**config.mk**
```make
export PLATFORM = sky130hd
export DESIGN_NAME = traffic_light_ctrl
export DESIGN_NICKNAME = d
export VERILOG_FILES = /design/src/rtl/traffic_pkg.sv /design/src/rtl/sec_prescaler.sv /design/src/rtl/traffic_light_ctrl.sv
export SDC_FILE = /design/constraint.sdc
export NUM_CORES = 1
export LEC_CHECK = 0
export CAP_MARGIN = 20
export CORE_UTILIZATION = 25
export DETAILED_ROUTE_END_ITERATION = 16
export MAX_ROUTING_LAYER = met4
export SYNTH_ARGS = -nofsm -noshare
export SYNTH_HDL_FRONTEND = slang
export SYNTH_SLANG_ARGS = --single-unit
```
**constraint.sdc**
```tcl
create_clock -name clk -period 4.3 [get_ports clk]
set_input_delay 1.075 -clock clk [delete_from_list [all_inputs] [get_ports clk]]
set_output_delay 1.075 -clock clk [all_outputs]
set_load 0.02 [all_outputs]
```
**src/rtl/traffic_pkg.sv**
```systemverilog
// traffic_pkg
// Shared types and helpers for the intersection sequencer.
//   state_t  : phase encoding, also exported on the debug `phase` port
//   RED/YELLOW/GREEN : one-hot {red, yellow, green} lamp patterns
//   bcd_dec  : decrement a two-digit BCD value by one
//   to_bcd   : convert a 0..99 integer to two-digit BCD
package traffic_pkg;

  typedef enum logic [2:0] {
    NS_GREEN  = 3'd0,
    NS_YELLOW = 3'd1,
    ALL_RED_1 = 3'd2,
    EW_GREEN  = 3'd3,
    EW_YELLOW = 3'd4,
    ALL_RED_2 = 3'd5,
    WALK      = 3'd6
  } state_t;

  localparam logic [2:0] RED    = 3'b100;
  localparam logic [2:0] YELLOW = 3'b010;
  localparam logic [2:0] GREEN  = 3'b001;

  // Units borrow from 0 to 9 and take one off the tens digit (0x10 -> 0x09).
  // Never called with 0x00: the controller reloads at 0x01 instead.
  function automatic logic [7:0] bcd_dec(input logic [7:0] v);
    if (v[3:0] == 4'd0) begin
      return {v[7:4] - 4'd1, 4'd9};
    end
    return {v[7:4], v[3:0] - 4'd1};
  endfunction

  function automatic logic [7:0] to_bcd(input int unsigned sec);
    logic [3:0] tens;
    logic [3:0] units;
    tens  = 4'((sec / 10) % 10);
    units = 4'(sec % 10);
    return {tens, units};
  endfunction

endpackage

```
**src/rtl/sec_prescaler.sv**
```systemverilog
// sec_prescaler
// Divides the system clock down to a one-cycle pulse once per second.
//   clk     : system clock
//   rst_n   : synchronous active-low reset
//   restart : forces the count back to zero so the next phase starts
//             with a full second
//   tick    : high for the single cycle in which the count is at its top
module sec_prescaler #(
  parameter int unsigned TICKS_PER_SEC = 50_000_000
) (
  input  logic clk,
  input  logic rst_n,
  input  logic restart,
  output logic tick
);

  localparam int unsigned CW = (TICKS_PER_SEC > 2) ? $clog2(TICKS_PER_SEC) : 1;
  localparam logic [CW-1:0] LAST = CW'(TICKS_PER_SEC - 1);

  logic [CW-1:0] count;

  // Free-running modulo counter; wraps at the top value or on restart.
  always_ff @(posedge clk) begin
    if (!rst_n || restart || (count == LAST)) begin
      count <= '0;
    end else begin
      count <= count + CW'(1);
    end
  end

  assign tick = (count == LAST);

endmodule

```
**src/rtl/traffic_light_ctrl.sv**
```systemverilog
// traffic_light_ctrl
// Moore sequencer for a two-way intersection with an optional pedestrian
// walk phase, plus a BCD countdown of seconds left in the current phase.
//   clk       : system clock
//   rst_n     : synchronous active-low reset, restarts in ALL_RED_2
//   ped_req   : pedestrian request level (already synchronised/debounced)
//   ns_light  : north-south {red, yellow, green}, one-hot
//   ew_light  : east-west {red, yellow, green}, one-hot
//   walk      : walk indicator, high only in WALK
//   countdown : BCD seconds remaining, [7:4] tens, [3:0] units
//   phase     : raw state encoding for debug LEDs
module traffic_light_ctrl
  import traffic_pkg::*;
#(
  parameter int unsigned TICKS_PER_SEC = 50_000_000,
  parameter int unsigned GREEN_SEC     = 10,
  parameter int unsigned YELLOW_SEC    = 3,
  parameter int unsigned ALL_RED_SEC   = 1,
  parameter int unsigned WALK_SEC      = 5
) (
  input  logic       clk,
  input  logic       rst_n,
  input  logic       ped_req,
  output logic [2:0] ns_light,
  output logic [2:0] ew_light,
  output logic       walk,
  output logic [7:0] countdown,
  output logic [2:0] phase
);

  if (TICKS_PER_SEC < 2 ||
      GREEN_SEC   < 1 || GREEN_SEC   > 99 ||
      YELLOW_SEC  < 1 || YELLOW_SEC  > 99 ||
      ALL_RED_SEC < 1 || ALL_RED_SEC > 99 ||
      WALK_SEC    < 1 || WALK_SEC    > 99) begin : g_param_error
    $error("traffic_light_ctrl: timing parameter out of range");
  end

  localparam logic [7:0] GREEN_BCD   = to_bcd(GREEN_SEC);
  localparam logic [7:0] YELLOW_BCD  = to_bcd(YELLOW_SEC);
  localparam logic [7:0] ALL_RED_BCD = to_bcd(ALL_RED_SEC);
  localparam logic [7:0] WALK_BCD    = to_bcd(WALK_SEC);

  state_t     state;
  state_t     state_next;
  logic [7:0] remaining;
  logic       ped_pending;
  logic       sec_tick;
  logic       phase_done;

  // The last second of a phase ends when the tick arrives with one second
  // left; the counter reloads instead of showing 0x00.
  assign phase_done = sec_tick && (remaining == 8'h01);

  sec_prescaler #(
    .TICKS_PER_SEC(TICKS_PER_SEC)
  ) u_prescaler (
    .clk    (clk),
    .rst_n  (rst_n),
    .restart(phase_done),
    .tick   (sec_tick)
  );

  function automatic logic [7:0] duration_of(input state_t s);
    case (s)
      NS_GREEN, EW_GREEN:   return GREEN_BCD;
      NS_YELLOW, EW_YELLOW: return YELLOW_BCD;
      WALK:                 return WALK_BCD;
      default:              return ALL_RED_BCD;
    endcase
  endfunction

  // State register; reset lands in the clearance phase before NS_GREEN so
  // the intersection always starts from all-red.
  always_ff @(posedge clk) begin
    if (!rst_n) begin
      state <= ALL_RED_2;
    end else begin
      state <= state_next;
    end
  end

  // Next-state and lamp decode. Lamps depend on the state register only.
  always_comb begin
    state_next = state;
    ns_light   = RED;
    ew_light   = RED;
    walk       = 1'b0;

    if (phase_done) begin
      case (state)
        NS_GREEN:  state_next = NS_YELLOW;
        NS_YELLOW: state_next = ALL_RED_1;
        ALL_RED_1: state_next = EW_GREEN;
        EW_GREEN:  state_next = EW_YELLOW;
        EW_YELLOW: state_next = ALL_RED_2;
        ALL_RED_2: state_next = ped_pending ? WALK : NS_GREEN;
        default:   state_next = NS_GREEN;
      endcase
    end

    case (state)
      NS_GREEN:  ns_light = GREEN;
      NS_YELLOW: ns_light = YELLOW;
      EW_GREEN:  ew_light = GREEN;
      EW_YELLOW: ew_light = YELLOW;
      WALK:      walk     = 1'b1;
      default:   ;
    endcase
  end

  // Seconds-remaining counter kept directly in BCD so it can drive the
  // seven-segment encoders without conversion.
  always_ff @(posedge clk) begin
    if (!rst_n) begin
      remaining <= ALL_RED_BCD;
    end else if (phase_done) begin
      remaining <= duration_of(state_next);
    end else if (sec_tick) begin
      remaining <= bcd_dec(remaining);
    end
  end

  // Pedestrian latch. Entering WALK wins over a request in the same cycle,
  // and requests made while walking are ignored, so a held button produces
  // one WALK per full cycle.
  always_ff @(posedge clk) begin
    if (!rst_n) begin
      ped_pending <= 1'b0;
    end else if (phase_done && (state_next == WALK)) begin
      ped_pending <= 1'b0;
    end else if (ped_req && (state != WALK)) begin
      ped_pending <= 1'b1;
    end
  end

  assign countdown = remaining;
  assign phase     = state;

endmodule
```
==> results of run 1 <==
-- how the worst max path moves through the flow --
stage                        start                     to  slack, ns  depth (start not counted)
after global routing      phase[0]            ew_light[0]       1.12                          3
after detailed placement     rst_n  u_prescaler.count[24]       1.49                          3
after global placement       rst_n  u_prescaler.count[21]       1.51                          3
after CTS                 phase[0]            ew_light[0]       1.25                          3
after floorplan           phase[2]            ew_light[2]       1.67                          3
final                     phase[0]            ew_light[0]       1.25                          3
-- report_power, final --
part           total, mW  switching, mW  leakage [nW]  internal [mW]
Sequential         0.358        0.00306         0.307          0.355
Combinational     0.0159        0.00919         0.367        0.00669
Clock              0.377          0.130        0.0714          0.247
Total              0.751          0.142         0.745          0.609
-- per-layer routing --
metal | vias up | track usage
li1 | 842 | -
met1 | 718 | 0.1317
met2 | 23 | 0.1647
met3 | 5 | 0.03130
met4 | 0 | 0.05328
met5 | - | -
-- state kept, by name, summed over array words and instances (netlist names) --
| name | flops |
|---|---|
| u_prescaler.count | 26 |
| phase | 3 |
| countdown | 8 |
| ped_pending | 1 |
-- logic make-up (layout without fill, tap and decap cells) --
group / Yosys count / count (layout) / share of synthesized area
and+or+nand+nor: 122 / 122 / 0.3465
DFF: 38 / 38 / 0.3945
AOI/OAI and AO/OA: 27 / 27 / 0.08631
xor gates and xnor gates: 24 / 24 / 0.1090
buffers and inverters: 18 / 35 / 0.04024
adders and majority gates: 2 / 2 / 0.01298
muxes: 2 / 2 / 0.01038
-- worst max-delay path: cells and delay by family, from the launching register on --
kind	cells	cell delay, ns
flops	1	0.53
simple gates	2	0.52
buf+inv	1	0.62
-- cell type report --
| class | count | area share |
|---|---|---|
| tap | 99 | 0.05286 |
| clock buffer | 6 | 0.03524 |
| sequential | 38 | 0.3246 |
| inverter | 7 | 0.01121 |
| clock inverter | 2 | 0.02563 |
| timing repair buffer | 20 | 0.08542 |
| multi-input combinational | 177 | 0.4650 |
-- layout by cell type (no fill, tap or decap), drive strengths merged --
master         count
nor2              39
and2               3
clkdlybuf4s50     20
or4                2
o21ai             12
a32oi              1
nand2b             2
o32ai              1
and4bb             1
a21oi              3
or3                3
o31ai              1
and4               3
xnor2             18
a21boi             7
ha                 2
and3               5
dfxtp             38
nand3             14
nor3b              1
nand2             14
or2                1
clkbuf             6
o22ai              1
mux2i              2
nor4b              4
nor4               9
nand4              4
inv                7
bufinv             2
xor2               6
nor3              10
a22oi              1
nor2b              7
==> metrics.txt, run 1 <==
FF+latch area=760.7 um^2; post-synth top area share=0.3945; syn_area_per_cell=8.275 um^2; Total Power=0.7511 mW; R2R depth=6; fin. max-slew vios=0; drt total wl=between 3 and 4 mm; met3 WL=139 um; P&R area growth vs syn=21.54%; Post CTS Setup Buffer Count=0; Fill cells=787; routability cong.=about 0.75; worst reg-to-reg setup slack=1.70 ns; drt pass-1 iters=4; IR drop worst, VDD=between 100 and 150 uV; Worst EP arrival=1.97 ns; Reg clk slew, reported paths=approximately 0.08 ns; Seq/Total Area, Yosys=0.3945; Setup CP Type=flop to output pin; RSZ-0062 raised after global routing=no; largest net degree at the start of global routing=25; Via-to-Cell Ratio=between 4 and 5; CP Cell Sequence=nor2b_1 > and2_1 > clkdlybuf4s50_1; Layout Cells excl Fill=349; Top Layer Used=met4; Post-Synthesis Cell Area=0.001928 mm^2; Synth top cells by count=nor2_1, dfxtp_1, xnor2_1; Cells after DPL=roughly 340; Antenna Cells=0; DRC=0; Total Routing Usage GR=0.1086; RR Endpoint=u_prescaler.count[18]; Setup TNS=0 ns; Num CTS Buffers=5; vias in the first global route=1491; max_cap viols=0; first-pass GRT wire length=about 7.0 mm; count leader, synth=nor2_1; worst reg2reg path startpoint=u_prescaler.count[0]; Synth Warn #=0; WHS=0.4653 ns; CTS root buf=clkbuf_8; Final HPWL DP=~2.7 mm; initial core utilization=0.2616; Least-Margin Pin Slew=between 0.8 and 0.9 ns; Post-CTS Hold Buffers=0; number of synthesized flops with an enable pin=0; Met2 Routed Length=roughly 1.7 mm; num ports=21; Die Height=between 80 and 90 um; Die W=89.82 um; P_leak=around 0.75 nW; core region area=approximately 0.0074 mm^2; part of the cycle the worst path needs=0.7090; status=completed; Rows=31; Largest stage delay, worst path=between 0.6 and 0.7 ns; leading area contributor after synthesis=dfxtp_1; Net count, final=254; HP Start=u_prescaler.count[0]; vias post-DR=about 1600; antenna violations before repair=0; IO Port Bufs=20; Area contributors post-synth=dfxtp_1, xnor2_1, nor2_1; H-tree depth=2; final hold vios=0; synthesized instance count=roughly 230; multi-input logic area=around 0.0011 mm^2; clk_lat worst skew=~0.30 ns; hold crit path type=flop to flop; syn_nets=238; Synth async-reset ratio=0; grt ovf=0; post-DR wirelength/cell=approximately 11 um; Routed met1 length=between 1.5 and 2 mm; peak fanout along the critical path=11; Max Fclk=about 330 MHz; ys flop type=dfxtp_1; placed cell areas=about 0.0022 mm^2; Yosys reg bits=38; WHS Path Cells=1; Place WS=~1.5 ns; Iter 0 DRT Violations=slightly above 100; CTS tree=done; WP data required=between 3 and 4 ns; layout cell share with drive strength beyond 1=0.06400; Final Skew=around 0.0065 ns; Slowest cell on crit path=clkdlybuf4s50_1; Clock Path Buffers=2; count of cell types in the netlist=39; PwrDens=around 320 mW/mm^2; antenna violation net count after detailed routing=0; WHS Endpoint=u_prescaler.count[0]; fin util=0.3180; Design Area, Final=between 0.002 and 0.0025 mm^2; # setup viols final=0; cts repair resizes=0; CTS sink cnt=38; startpoint types=flop; Crit. End Element=output pin; relative slew slack=0.4613; worst setup margin=1.251 ns; die footprint=0.008068 mm^2; post-route minimum period=3.049 ns
Note: power is estimated with default switching activity, not from simulation.
==> inputs of run 2 (changes only) <==
clock period = 2.7 ns   (was 4.3 ns; I/O delays follow)
==> run 2 against run 1 <==
Die area did not move. Cell area is 0.91% lower. Clock-buffer cell count grew 1. Wire length is 2.5% higher. Total power is 33% higher. Combinational power is 81% higher. Clock power increased by 5.3%. Final cell count up 1.1%. Worst setup slack worse by 1.2 ns. Sequential cell count unchanged. Sequential power grew 59%. Critical path type unchanged. Critical endpoint unchanged.
==> metrics.txt, run 2 (synthesis gave the netlist of run 1 again) <==
relative slew slack=0.6511 (was 0.4613); antenna violations before repair=0 (unchanged); Die W=89.82 um (unchanged); vias in the first global route=1512 (was 1491); antenna violation net count after detailed routing=0 (unchanged); P&R area growth vs syn=20.44% (was 21.54%); Crit. End Element=output pin (unchanged); Total Routing Usage GR=0.1090 (was 0.1086); Slowest cell on crit path=clkdlybuf4s50_1 (unchanged); startpoint types=flop (unchanged); DRC=0 (unchanged); multi-input logic area=0.001090 mm^2 (unchanged); routability cong.=0.7427 (was 0.7537); initial core utilization=0.2616 (unchanged); Setup CP Type=flop to output pin (unchanged); largest net degree at the start of global routing=25 (unchanged); Clk network pwr share=0.399 (was 0.503); WHS=0.4694 ns (was 0.4653 ns); Setup TNS=0 ns (unchanged); drt pass-1 iters=4 (unchanged); Final HPWL DP=2.828 mm (was 2.656 mm); Via-to-Cell Ratio=4.626 (was 4.550); CTS root buf=clkbuf_8 (unchanged); Least-Margin Pin Slew=0.5194 ns (was 0.8060 ns); Worst EP arrival=1.93 ns (was 1.97 ns); IO Port Bufs=20 (unchanged); worst reg2reg path startpoint=u_prescaler.count[0] (unchanged); final hold vios=0 (unchanged); layout cell share with drive strength beyond 1=0.07480 (was 0.06400); commonest non-fill, non-tap cells in the layout=nor2_1, dfxtp_1, clkdlybuf4s50_1 (unchanged); Place WS=0.3467 ns (was 1.493 ns); Reg clk slew, reported paths=0.07 ns (was 0.08 ns); Iter 0 DRT Violations=90 (was 101); met2 Use GR=0.1699 (was 0.1647); Max Fclk=between 300 and 400 MHz; Comb power frac=0.029 (was 0.021); P_leak=0.7428 nW (was 0.7455 nW); post-DR wirelength/cell=11.26 um (was 11.11 um); RSZ-0062 raised after global routing=no (unchanged); Top reg by flops=u_prescaler.count (unchanged); commonest non-fill, non-tap cell in the layout=nor2_1 (unchanged); Final Skew=0.007102 ns (was 0.006474 ns); most used routing layer=met2 (unchanged); Antenna Cells=0 (unchanged); Post CTS Setup Buffer Count=0 (unchanged); Net count, final=258 (was 254); Crit path buffers/inverters=1 (unchanged); fin. max-slew vios=0 (unchanged); # setup viols final=0 (unchanged); max_cap viols=0 (unchanged); grt ovf=0 (unchanged); CTS sink cnt=38 (unchanged); Worst Setup SP=phase[0] (unchanged); IR drop worst, VDD=161.8 uV (was 119.9 uV); max reg flops=26 (unchanged); CTS tree=done (unchanged); Sw Ratio=0.2129 (was 0.1894); register share of total power=0.572 (was 0.476); post-route minimum period=between 2 and 3 ns; Post-CTS Hold Buffers=0 (unchanged); switching power=0.2120 mW (was 0.1422 mW); Clock Path Buffers=2 (unchanged); Worst path top cell family by delay=buffers and inverters (unchanged); PwrDens=428.7 mW/mm^2 (was 320.5 mW/mm^2); met3 Use GR=0.03469 (was 0.03130); H-tree depth=2 (unchanged); status=completed (unchanged); Num CTS Buffers=5 (unchanged); vias post-DR=1633 (was 1588); clk_lat worst skew=0.29 ns (was 0.30 ns); CP Cell Sequence=nor2b_1 > and2_1 > clkdlybuf4s50_1 (unchanged); peak fanout along the critical path=11 (unchanged); die footprint=0.008068 mm^2 (unchanged); WP data required=2.03 ns (was 3.22 ns); num ports=21 (unchanged); hold crit path type=flop to flop (unchanged); drt total wl=3.975 mm (was 3.878 mm); Largest stage delay, worst path=0.62 ns (about the same); GR Util met1=0.1327 (was 0.1317); Die Height=89.82 um (unchanged); worst setup margin=0.09323 ns (was 1.251 ns); part of the cycle the worst path needs=0.9655; first-pass GRT wire length=6.969 mm (was 6.996 mm); FF+latch area=760.7 um^2 (unchanged); core region area=0.007370 mm^2 (unchanged); HP Start=u_prescaler.count[0] (unchanged); Rows=31 (unchanged); cts repair resizes=0 (unchanged); internal power=0.7836 mW (was 0.6088 mW); Fill cells=778 (was 787)
## run 2: cell count changes in the layout (fill, tap and decap cells not counted), sizes merged
cell    delta
buf        +4
clkbuf     +1
clkinv     +1
bufinv     -2
## run 2: layer usage
layer,up-vias,wire length [um]
met5,-,0
met4,0,59
met3,5,147
met2,27,1792
met1,751,1975
li1,850,-
## run 2: area by class of cell
class                   instances  share of cell area
inverters                       7             0.01131
clock buffers                   7             0.03718
clock inverters                 1            0.002155
well taps                      99             0.05334
flip-flops and latches         38              0.3276
multi-input cells             177              0.4693
repair buffers                 24             0.09914
## run 2: per-stage QoR
stage	util	power, mW	std cells	instance area, um^2
after global routing	0.3151	1.040	353	2322
after CTS	0.3151	1.009	353	2322
after detailed placement	0.3027	0.6112	345	2231
final	0.3151	0.9956	353	2322
after floorplan	-	0.6001	233	1928
after global placement	0.3027	0.6112	345	2231
## run 2: worst reg2reg max path, stage by stage, from the launching register on
cell and delay (ns):
dfxtp_1 0.37, ha_1 0.22, and4_4 0.24, nand3_2 0.20, or3_1 0.58, or4_1 0.52
a21boi_1 0.15
## run 2: final timing paths
path | depth (start not counted) | slack (ns) | endpoint
hold / removal | 1 | 0.47 | u_prescaler.count[0]
setup / recovery | 3 | 0.09 | ew_light[0]
hold reg to reg | 1 | 0.47 | u_prescaler.count[0]
setup reg to reg | 6 | 0.35 | countdown[5]
## run 2: power groups by stage
stage / registers [mW] / clock network, mW / logic [mW]
2_1_floorplan: 0.582 / 0 / 0.0184
3_3_place_gp: 0.582 / 0 / 0.0289
3_5_place_dp: 0.583 / 0 / 0.0286
4_1_cts: 0.569 / 0.410 / 0.0289
5_1_grt: 0.570 / 0.438 / 0.0324
6_report: 0.570 / 0.397 / 0.0288
==> inputs of run 3 (changes only) <==
CORE_UTILIZATION = 50   (was 25)
CTS_CLUSTER_DIAMETER = 80   (was unset)
PLACE_DENSITY = 0.75   (was unset)
==> run 3 against run 2 <==
Clock skew about the same. Maximum frequency increased by 1.0%. Via count about the same. First-iteration DRC count increased by 30%. Largest cell class unchanged. Highest routed layer unchanged.
==> metrics.txt, run 3 (synthesis gave the netlist of run 1 again) <==
DRC=0 (unchanged); largest net degree at the start of global routing=15 (was 25); worst setup margin=0.1202 ns (was 0.09323 ns); WHS=0.4765 ns (was 0.4694 ns); commonest non-fill, non-tap cell in the layout=nor2_1 (unchanged); max reg flops=26 (unchanged); Least-Margin Pin Slew=0.4710 ns (was 0.5194 ns); num ports=21 (unchanged); status=completed (unchanged); Max Fclk=387.6 MHz (was 383.6 MHz); Worst Setup SP=phase[0] (unchanged); vias in the first global route=1501 (was 1512); HP Start=u_prescaler.count[0] (unchanged); Clock Path Buffers=2 (unchanged); Place WS=0.4589 ns (was 0.3467 ns); CP Cell Sequence=nor2b_1 > nor2b_1 > clkdlybuf4s50_1 (was nor2b_1 > and2_1 > clkdlybuf4s50_1); CTS tree=done (unchanged); IR drop worst, VDD=374.1 uV (was 161.8 uV); Net count, final=260 (was 258); layout cell share with drive strength beyond 1=0.08594 (was 0.07480); part of the cycle the worst path needs=0.9555 (was 0.9655); # setup viols final=0 (unchanged); grt ovf=0 (unchanged); RSZ-0062 raised after global routing=no (unchanged); worst reg2reg path startpoint=u_prescaler.count[0] (unchanged); hold crit path type=flop to flop (unchanged); commonest non-fill, non-tap cells in the layout=nor2_1, dfxtp_1, clkdlybuf4s50_1 (unchanged); post-route minimum period=2.580 ns (was 2.607 ns); Slowest cell on crit path=clkdlybuf4s50_1 (unchanged); peak fanout along the critical path=11 (unchanged); cts repair resizes=0 (unchanged); final hold vios=0 (unchanged); Layout Cells excl Fill=304 (was 353); relative slew slack=0.6831 (was 0.6511); Final HPWL DP=2.590 mm (was 2.828 mm); Iter 0 DRT Violations=117 (was 90); fin. max-slew vios=0 (unchanged); WP data required=2.03 ns (about the same); max_cap viols=0 (unchanged); Rows=22 (was 31); die footprint=0.004109 mm^2 (was 0.008068 mm^2); core region area=0.003689 mm^2 (was 0.007370 mm^2); P&R area growth vs syn=20.31% (was 20.44%); Post-CTS Hold Buffers=0 (unchanged); vias post-DR=1634 (was 1633); CP most frequent cell=nor2b_1; routability cong.=0.7891 (was 0.7427); startpoint types=flop (unchanged); antenna violation net count after detailed routing=0 (unchanged); Die Height=64.10 um (was 89.82 um); antenna violations before repair=0 (unchanged); Total Routing Usage GR=0.2095 (was 0.1090); Post CTS Setup Buffer Count=0 (unchanged); Fill cells=343 (was 778); Antenna Cells=0 (unchanged); IO Port Bufs=20 (unchanged); P_leak=0.7719 nW (was 0.7428 nW); drt pass-1 iters=4 (unchanged); Num CTS Buffers=5 (unchanged); clk_lat worst skew=0.29 ns (about the same); initial core utilization=0.5227 (was 0.2616); Largest stage delay, worst path=0.62 ns (about the same); post-DR wirelength/cell=12.08 um (was 11.26 um); Worst EP arrival=1.90 ns (was 1.93 ns); drt total wl=3.672 mm (was 3.975 mm); Reg clk slew, reported paths=0.08 ns (was 0.07 ns); Via-to-Cell Ratio=5.375 (was 4.626); Crit. End Element=output pin (unchanged); first-pass GRT wire length=6.430 mm (was 6.969 mm); CTS sink cnt=38 (unchanged); PwrDens=506.1 mW/mm^2 (was 428.7 mW/mm^2); Setup TNS=0 ns (unchanged); CTS root buf=clkbuf_8 (unchanged); Top reg by flops=u_prescaler.count (unchanged); Final Skew=0.006837 ns (was 0.007102 ns); H-tree depth=2 (unchanged); Die W=64.10 um (was 89.82 um); Setup CP Type=flop to output pin (unchanged); Cells after DPL=296 (was 345)
## run 3: changes by cell type in the layout (fill, tap and decap cells not counted)
cell and change:
bufinv_16 +2, clkinv_2 -1, clkinv_4 +1, buf_4 +2, clkbuf_1 -1, clkbuf_8 -1
## run 3: critical path: cells and delay by family, from the launching register on
family | cells | cell delay [ns]
buffers and inverters | 1 | 0.62
DFF | 1 | 0.51
and+or+nand+nor | 2 | 0.48
## run 3: layout make-up
class                   count  area (um^2)  share of cell area
multi-input cells         177         1090              0.4698
flip-flops and latches     38        760.7              0.3279
repair buffers             26        245.2              0.1057
clock buffers               5        68.82             0.02967
clock inverters             3        68.82             0.02967
well taps                  48        60.06             0.02589
inverters                   7        26.28             0.01133
## run 3: routing by layer
| layer | global-route usage | part of all wire | up-vias |
|---|---|---|---|
| met3 | 0.04286 | 0.056 | 4 |
| met5 | - | 0 | - |
| met1 | 0.2597 | 0.48 | 722 |
| met4 | 0.1111 | 0.0074 | 0 |
| li1 | - | - | 860 |
| met2 | 0.3205 | 0.46 | 48 |
## run 3: final timing paths
| path | end | slack (ns) | cells after the start |
|---|---|---|---|
| hold reg to reg | u_prescaler.count[0] | 0.48 | 1 |
| setup / recovery | ns_light[1] | 0.12 | 3 |
| hold / removal | u_prescaler.count[0] | 0.48 | 1 |
| setup reg to reg | countdown[5] | 0.52 | 6 |
## run 3: stage by stage
| stage | util | total power, mW | area, um^2 |
|---|---|---|---|
| after detailed placement | 0.5916 | 0.6119 | 2182 |
| after CTS | 0.6289 | 1.189 | 2320 |
| after floorplan | - | 0.6001 | 1928 |
| after global placement | 0.5916 | 0.6112 | 2182 |
| final | 0.6289 | 1.174 | 2320 |
| after global routing | 0.6289 | 1.217 | 2320 |
## run 3: power by group
group	total, mW	switching, mW	internal (mW)
clock	0.576	0.206	0.370
combinational	0.0286	0.0154	0.0132
sequential	0.570	0.00481	0.565
